File: config.mk
export PLATFORM = sky130hd
export DESIGN_NAME = prog_ctr_seq
export DESIGN_NICKNAME = d
export VERILOG_FILES = /design/src/rtl/prog_ctr_seq.sv
export SDC_FILE = /design/constraint.sdc
export NUM_CORES = 1
export LEC_CHECK = 0
export ABC_AREA = 1
export BUFFER_PORTS_ARGS = -buffer_cell sky130_fd_sc_hd__buf_2
export CAP_MARGIN = 20
export CELL_PAD_IN_SITES_DETAIL_PLACEMENT = 1
export CELL_PAD_IN_SITES_GLOBAL_PLACEMENT = 2
export CORE_MARGIN = 2
export CORE_UTILIZATION = 24
export CTS_CLUSTER_DIAMETER = 50
export DETAILED_ROUTE_END_ITERATION = 6
export PLACE_DENSITY = 0.82
export SLEW_MARGIN = 20
export SYNTH_ARGS = -nofsm -noshare
export SYNTH_HDL_FRONTEND = slang
export SYNTH_SLANG_ARGS = --single-unit
export TNS_END_PERCENT = 5
File: constraint.sdc
create_clock -name clk -period 2.1 [get_ports clk]
set_input_delay 0.21 -clock clk [delete_from_list [all_inputs] [get_ports clk]]
set_output_delay 0.21 -clock clk [all_outputs]
set_load 0.02 [all_outputs]
File: src/rtl/prog_ctr_seq.sv
// prog_ctr_seq: program-counter sequencer for the 3BC fetch path.
// Holds the current instruction address and selects the next PC each cycle
// (increment, taken relative branch, taken absolute branch), and tracks the
// program run state IDLE -> RUN -> DONE -> IDLE.
// Optional feature macro: PC_BRANCH_COUNT_EN enables the saturating
// taken-branch counter on branch_count; without it branch_count is tied to 0.
module prog_ctr_seq #(
   parameter int PC_W = 10
) (
   input  logic            clk,
   input  logic            reset,
   input  logic            start,
   input  logic [PC_W-1:0] start_addr,
   input  logic            stall,
   input  logic            halt,
   input  logic            branch_abs_en,
   input  logic            branch_rel_en,
   input  logic            taken,
   input  logic [9:0]      target,
   output logic [PC_W-1:0] prog_ctr,
   output logic            running,
   output logic            done,
   output logic [15:0]     branch_count
);

   typedef enum logic [1:0] {
      ST_IDLE = 2'd0,
      ST_RUN  = 2'd1,
      ST_DONE = 2'd2
   } state_t;

   state_t          state_reg, state_next;
   logic [PC_W-1:0] pc_reg, pc_next;
   logic            branch_fire;
   logic            start_accept;

   // Target interpretations: unsigned address for absolute, two's-complement
   // offset for relative (sign-extended so the add wraps modulo 2^PC_W).
   logic [PC_W-1:0] abs_tgt;
   logic [PC_W-1:0] rel_off;
   assign abs_tgt = PC_W'(target);
   assign rel_off = PC_W'($signed(target));

   // State and PC registers; reset wins over every other input.
   always_ff @(posedge clk) begin
      if (reset) begin
         state_reg <= ST_IDLE;
         pc_reg    <= '0;
      end else begin
         state_reg <= state_next;
         pc_reg    <= pc_next;
      end
   end

   // Next-state / next-PC selection with stall > halt > abs > rel > increment.
   always_comb begin
      state_next   = state_reg;
      pc_next      = pc_reg;
      branch_fire  = 1'b0;
      start_accept = 1'b0;
      case (state_reg)
         ST_IDLE: begin
            if (start) begin
               pc_next      = start_addr;
               state_next   = ST_RUN;
               start_accept = 1'b1;
            end
         end
         ST_RUN: begin
            if (!stall) begin
               if (halt) begin
                  state_next = ST_DONE;
               end else if (branch_abs_en && taken) begin
                  pc_next     = abs_tgt;
                  branch_fire = 1'b1;
               end else if (branch_rel_en && taken) begin
                  pc_next     = pc_reg + rel_off;
                  branch_fire = 1'b1;
               end else begin
                  pc_next = pc_reg + PC_W'(1);
               end
            end
         end
         ST_DONE: begin
            state_next = ST_IDLE;
         end
         default: begin
            state_next = ST_IDLE;
         end
      endcase
   end

   assign prog_ctr = pc_reg;
   assign running  = (state_reg == ST_RUN);
   assign done     = (state_reg == ST_DONE);

`ifdef PC_BRANCH_COUNT_EN
   logic [15:0] bc_reg;

   // Saturating count of taken branches, cleared when a new program starts.
   always_ff @(posedge clk) begin
      if (reset) begin
         bc_reg <= '0;
      end else if (start_accept) begin
         bc_reg <= '0;
      end else if (branch_fire && (bc_reg != 16'hFFFF)) begin
         bc_reg <= bc_reg + 16'd1;
      end
   end

   assign branch_count = bc_reg;
`else
   logic unused_bc_sigs;
   assign unused_bc_sigs = branch_fire ^ start_accept;
   assign branch_count   = 16'd0;
`endif

endmodule
==> results of run 1 <==
-- layout make-up --
| class | count | area, um^2 |
|---|---|---|
| Tap cell | 70 | 87.58 |
| Inverter | 27 | 103.9 |
| Fill cell | 705 | 3657 |
| Timing Repair Buffer | 39 | 195.2 |
| Clock buffer | 3 | 41.29 |
| Sequential cell | 12 | 240.2 |
| Multi-Input combinational cell | 162 | 879.6 |
-- synth_stat cells, drive strengths merged --
cell type and instances:
a21oi 33, and2 1, buf 19, clkbuf 1, conb 1, dfxtp 12, fa 1, ha 9
inv 27, nand2 39, nand3 17, nand4 2, nor2 20, nor3 1, o211ai 2, o21a 1
o21ai 16, or2 1, xnor2 1, xor2 2
-- cell families after synthesis --
logic type                 Yosys count
xor gates and xnor gates             3
DFF                                 12
buffers and inverters               47
and+or+nand+nor                     81
other                                1
adders and majority gates           10
AOI/OAI and AO/OA                   52
-- power by group --
group          internal (mW)  switching [mW]  leakage (nW)  total, mW
registers              0.263          0.0366        0.0995      0.300
clock network          0.127          0.0983        0.0216      0.225
logic                  0.156           0.305         0.728      0.461
total                  0.546           0.440         0.849      0.986
-- worst max-delay path by stage --
stage                 from     endpoint  slack, ns
3_5_place_dp         taken  prog_ctr[9]       0.07
3_3_place_gp         taken  prog_ctr[6]       0.11
6_report       prog_ctr[0]  prog_ctr[6]       0.27
2_1_floorplan  prog_ctr[0]  prog_ctr[6]       0.40
4_1_cts        prog_ctr[0]  prog_ctr[6]       0.26
5_1_grt        prog_ctr[0]  prog_ctr[6]       0.13
-- per-layer routing --
layer | vias to the layer above | GRT usage, % | routed length [um]
met1 | 649 | 17.76 | 1968
met4 | 0 | 3.158 | 38
met5 | - | 0 | 0
met2 | 46 | 24.05 | 1944
li1 | 722 | - | -
met3 | 6 | 2.907 | 194
-- through the flow --
step	instance area, um^2	hold slack (ns)	utilization (%)	total power, mW	cells
final	1548	0.1283	29.74	0.9858	313
after detailed placement	1506	0.3943	28.94	0.7672	310
after CTS	1548	0.1292	29.74	0.9981	313
after global routing	1548	0.1302	29.74	1.067	313
after floorplan	1369	0.2791	-	0.6558	221
after global placement	1506	0.3813	28.94	0.7663	310
-- worst max-delay path, delay by kind of cell (launching register included) --
family | cells | cell delay (ns)
flops | 1 | 0.32
compound gates | 3 | 0.34
fa+ha+maj | 2 | 0.67
simple gates | 3 | 0.38
==> results.txt, run 1 <==
The floorplan has 26 rows. The number of instances resized during post-cts repair came out at 0. The final count of hold timing violations came to 0.

Post-CTS timing repair inserted 0 buffers for setup. The worst setup path is launched from a register. The period utilization came out at slightly below 90%. The TritonCTS sink count came out at 12. The number of maximum-capacitance constraint violations is 0. The overflow left after global routing is 0. For this run, the register share of the synthesized area comes to between 10% and 20%.

The synthesized flop and latch total is 12. The arrival time at the worst endpoint came out at around 2.0 ns. For this run, the post-layout net count is between 200 and 300. The maximum buffer depth of the clock tree is 2. For hold timing, the worst endpoint is state_reg[0]. The worst setup path is of the reg2reg kind.

The maximum clock skew at final layout is between 0.005 and 0.006 ns. The master of the slowest instance on the critical path is fa_1. The number of cells traversed by the worst register-to-register path is 8. Clock latency on the worst-skew pair, taken at its later pin, is 0.25 ns. The flow ran to the end, and the final reports show no timing, DRC or antenna violations.

After detailed routing, the number of vias per cell comes to between 4 and 5. The simple logic cell fraction of the synthesized area is about 29%. For this design the ratio of total power to cell area is between 600 and 700 mW/mm^2. TritonCTS built the clock tree. The dominant combinational cell family by area after synthesis is simple AND/OR/NAND/NOR gates. Setup repair after global routing left no endpoint under its margin. After layout, the worst setup slack is 0.2677 ns. For the worst setup path, the data required time is 2.23 ns. The number of hold-repair buffers added at the cts stage is 0. The vertical die dimension is around 78 um. The synthesized-area fraction occupied by xor and xnor cells is under 10%. In this design, the critical path's most frequently occurring cell is nand3_1. The worst reg-to-reg setup slack is 0.27 ns. The fraction of final layout cells with drive strength greater than 1 came out at 23.87%. For this configuration, the core starts out at a cell density of between 20 and 30%. The number of synthesis warnings came out at 0.

Buffers placed on the I/O ports in this run total 39. The endpoint of the most critical register-to-register path is prog_ctr[6]. Summed over all failing endpoints, the final setup total negative slack is 0 ns.

The cell leakage power is around 0.85 nW. The distinct cell type count after synthesis is 32. The share of synthesized area in the top cell type comes to a little under a fifth.

The floorplan step defined a core boundary enclosing approximately 0.0052 mm^2. The worst hold path begins at reset. The root buffer cell chosen for the clock tree is clkbuf_8. The synthesized netlist cell count came out at just over 200.

The register with the most flip-flops in the layout has 10 of them. The worst setup slack after placement is 0.06606 ns. The HPWL after detailed placement came out at 3328 um.

The die area came out at a little over 0.006 mm^2. Traced cell by cell, the critical path runs through ha_1 -> fa_1 -> nand3_1 -> nand3_1 -> nand3_1 -> a21oi_1 -> o21ai_0 -> a21oi_1. The top cell types in the final layout, fill and taps aside, are buf_2, nand2_1, a21oi_1. The number of antenna violations at the first check in global routing is 0. The first-pass detailed-route iteration total came out at 4. After synthesis, the cell types taking the most area are dfxtp_1, a21oi_1, nand2_1.

The average cell area after synthesis came out at about 6.4 um^2. The antenna diode count is 0. For this run, the slowest stage of the critical path takes 0.42 ns. Static timing analysis puts the maximum clock frequency at ~550 MHz. The library cell used most frequently in the layout, excluding fill and tap cells, is buf_2. After clock tree synthesis, the clock-pin slew on the worst setup and hold paths is roughly 0.060 ns. In this run the worst hold path is classified as in2reg. The endpoint class of the critical path is a register. The adder-cell share of the synthesized area came out at around a tenth.

Entering global routing, the biggest net connects 18 pins. The count of unresolved DRC violations after routing came out at 0. The multiplexer area fraction after synthesis came out at 0%.

For this block, the via count after detailed routing is 1423. The first routing iteration left 48 violations. The via count of the first global-routing pass is between 1000 and 1500. In this run the worst path has a maximum fanout of 3. The final critical path time including I/O delays and setup came out at 1.832 ns.

The number of buffers created by CTS came out at 3. Along the worst hold path, the cell count comes to 2. The wire length of the first global-routing pass is 6762 um. The top-level port count is between 50 and 60. The depth of the CTS H-tree is 1. The total routing usage reported by global routing came out at around 14%. The max-slew violation total from the final report is 0. The mapped netlist covers between 0.001 and 0.0015 mm^2.

The maximum vdd ir drop came out at between 200 and 250 uV. The routed wirelength normalized by instance count came out at approximately 13 um. The weighted congestion at the end of routability-driven global placement came out at between 0.8 and 0.9.

The detail route stage leaves a number of antenna-violating nets equal to 0. Summing the areas of all compound-gate instances in the mapped netlist gives 21.83% of the synthesized area. In this run the critical register-to-register path is launched from prog_ctr[0].

Compared with the post-synthesis result, the final layout area differs by 17.92%. The number of setup violations in the final report is 0. The final wirelength came out at about 4100 um. The floorplan die width is between 70 and 80 um. dfxtp_1 takes more of the synthesized area than any other cell.
Power figures use the tool's default switching activity.
==> run 2: changes to the inputs <==
--- a/config.mk
+++ b/config.mk
@@ -7,11 +7,9 @@
 export LEC_CHECK = 0
 export ABC_AREA = 1
 export BUFFER_PORTS_ARGS = -buffer_cell sky130_fd_sc_hd__buf_2
-export CAP_MARGIN = 20
-export CELL_PAD_IN_SITES_DETAIL_PLACEMENT = 1
-export CELL_PAD_IN_SITES_GLOBAL_PLACEMENT = 2
+export CAP_MARGIN = 40
 export CORE_MARGIN = 2
-export CORE_UTILIZATION = 24
+export CORE_UTILIZATION = 48
 export CTS_CLUSTER_DIAMETER = 50
 export DETAILED_ROUTE_END_ITERATION = 6
 export PLACE_DENSITY = 0.82
==> results.txt, run 2 (synthesis gave the netlist of run 1 again) <==
The first-pass detailed-route iteration total is 4 (unchanged). The antenna diode count was 0 (unchanged). The depth of the CTS H-tree came to 1 (unchanged). The starting utilization of the core area is 51.57% (+26 points). The number of setup violations in the final report came out at 0 (unchanged). The via count of the first global-routing pass came out at 1257 (-10%). The average via count per standard cell came out at 5.018 (+10%). The top-level port count is 56 (unchanged). The number of input and output port buffers inserted is 39 (unchanged). The number of vias after detailed routing is 1375 (-3.4%).

The area of placed instances is 0.001456 mm^2 (-3.3%). The switching share of power is 44.29% (-0.32 points). The maximum fanout along the worst path is 3 (unchanged).

The number of instances resized during post-cts repair is 0 (unchanged). The part of the total power dissipated in combinational logic came out at 47.7% (+1.0 points). The cell depth of the worst hold path is 2 (unchanged). Setup repair after global routing left no endpoint under its margin. The number of placement rows is 18 (-31%). The portion of total power attributed to sequential cells came out at 31.4% (+1.0 points). The worst hold path begins at reset. STA classifies the critical path endpoint as a register.

The post-CTS repair timing setup buffer count is 0 (unchanged). The final standard cell count with taps included and fillers excluded is 274 (-12%). The DRC violation total after the first TritonRoute iteration came out at 65 (+35%). The count of unresolved DRC violations after routing is 0 (unchanged). The most common cell after layout, fill and taps aside is buf_2. The data required time of the critical path came out at 2.28 ns (+0.05 ns). The pin count of the biggest net entering global routing came out at 18 (unchanged). The critical setup path kind is reg2reg.

The number of fill cells in the layout came out at 261 (-63%). The core area is 0.002545 mm^2 (-51%). The register area came out at 240.2 um^2 (unchanged).

The multi-input gate area in the final layout came out at 879.6 um^2 (unchanged). The final design area excluding fillers came out at 0.001493 mm^2 (-3.6%). In this run the critical register-to-register path is captured at prog_ctr[6]. The final layout net count is 283 (unchanged). The detailed route wirelength on metal3 is 205 um (+5.7%). The fraction of final layout cells with drive strength greater than 1 came to 24.18% (+0.31 points). The clock-pin slew reported for the worst setup and hold paths after clock tree synthesis came out at 0.08 ns (+0.02 ns). The highest metal layer with signal wires is met4. The maximum vdd ir drop was 481.0 uV (+120%). The maximum clock skew at final layout was 0.001785 ns (-0.003785 ns). The flip-flop count of the largest register after layout came out at 10 (unchanged). The routed wirelength normalized by instance count came to 11.35 um (-14%).

The type of the worst min-delay path is in2reg. The weighted congestion at the end of routability-driven global placement is 0.9353 (+16%). The total routing usage reported by global routing is 20.40% (+6.5 points). In this run the clock root is driven by a clkbuf_4. The number of hold-repair buffers added at the cts stage came out at 0 (unchanged).

The HPWL after detailed placement came to 2391 um (-28%). The clock latency of the later-clocked register in the worst-skew pair is 0.29 ns (+0.04 ns). The worst reg-to-reg setup slack came out at 0.31 ns (+0.04 ns). The final wirelength is 3110 um (-25%). The number of cells traversed by the worst register-to-register path is 8 (unchanged). The internal power of the cells was 523.7 uW (-4.1%). The kind of start point of the critical path is a register. The vertical die dimension is 56.29 um (-28%). The number of antenna violations at the first check in global routing came out at 0 (unchanged). The power density over the cells is 629.8 mW/mm^2 (-1.1%). The total length of routed met2 wires came out at 1456 um (-25%). In the layout the commonest cells are buf_2, nand2_1, a21oi_1. The TritonCTS sink count is 12 (unchanged). The die area came to 0.003169 mm^2 (-48%). The cell leakage power was 0.8485 nW (about the same). The number of buffers created by CTS came to 3 (unchanged). The total power consumption of the routed design came out at 940.1 uW (-4.6%). The final count of hold timing violations is 0 (unchanged).

The maximum buffer depth of the clock tree came out at 2 (unchanged). The end point of the worst hold path is state_reg[0]. The final critical path time including I/O delays and setup is 1.790 ns (-0.04211 ns). The net switching power of the design came out at 416.4 uW (-5.3%).

The fmax came out at 558.6 MHz (+2.4%). The post-placement cell count came to 270 (-13%). The period utilization came out at 85.25% (-2.0 points). The arrival time at the worst endpoint came to 1.97 ns (about the same).

The remaining antenna violation count is 0 (unchanged). The number of maximum-capacitance constraint violations came out at 0 (unchanged). The max-slew violation total from the final report came out at 0 (unchanged).

The part of the total power dissipated in the clock network came to 21.0% (-1.9 points). The flow ran to the end, and the final reports show no timing, DRC or antenna violations. Compared with the post-synthesis result, the final layout area differs by 13.73%. The floorplan die width is 56.29 um (-28%).

The total negative setup slack is 0 ns (unchanged). The met1 wire length is 1440 um (-27%). The wire length of the first global-routing pass is 5299 um (-22%). The overflow left after global routing is 0 (unchanged). In this run the critical register-to-register path is launched from prog_ctr[0]. The TritonCTS clock tree is built.
run 2: cell types whose count changed in the layout (fill, tap and decap cells not counted):
cell      before  now
clkbuf_8       3    1
clkbuf_4       0    3
run 2: metal layers:
layer	up-vias	track usage, %
met3	3	5.300
li1	722	-
met1	598	26.61
met5	-	0
met2	52	34.29
met4	0	3.401
run 2: power groups by stage:
stage	registers [mW]	logic (mW)	clock network, mW
detailed placement	0.300	0.445	0
floorplan	0.334	0.322	0
CTS	0.295	0.448	0.200
global placement	0.300	0.442	0
global route	0.300	0.503	0.209
finish	0.295	0.448	0.197
run 2: worst max-delay path by stage:
stage,startpoint,endpoint,slack (ns),cells past startpoint
after floorplan,prog_ctr[0],prog_ctr[6],0.40,8
after global placement,taken,prog_ctr[6],0.18,10
after detailed placement,taken,prog_ctr[6],0.14,10
after CTS,prog_ctr[0],prog_ctr[6],0.31,8
after global routing,prog_ctr[0],prog_ctr[6],0.14,8
final,prog_ctr[0],prog_ctr[6],0.31,8
run 2: cell type report:
class,count,area share (%)
Sequential cell,12,16.09
Timing Repair Buffer,39,13.08
Multi-Input combinational cell,162,58.93
Clock buffer,4,2.431
Tap cell,30,2.515
Inverter,27,6.957
run 2: worst max-delay path, stage by stage (launching register included):
cell and delay (ns):
dfxtp_1 0.34, ha_1 0.24, fa_1 0.42, nand3_1 0.11
nand3_1 0.13, nand3_1 0.13, a21oi_1 0.07, o21ai_0 0.18
a21oi_1 0.08
run 2: metrics by stage:
| stage | hold slack [ns] | util (%) | worst slack, ns |
|---|---|---|---|
| 2_1_floorplan | 0.2791 | - | 0.3961 |
| 3_3_place_gp | 0.3866 | 57.23 | 0.1792 |
| 3_5_place_dp | 0.3892 | 57.23 | 0.1393 |
| 4_1_cts | 0.07862 | 58.65 | 0.3138 |
| 5_1_grt | 0.08452 | 58.65 | 0.1357 |
| 6_report | 0.08212 | 58.65 | 0.3098 |
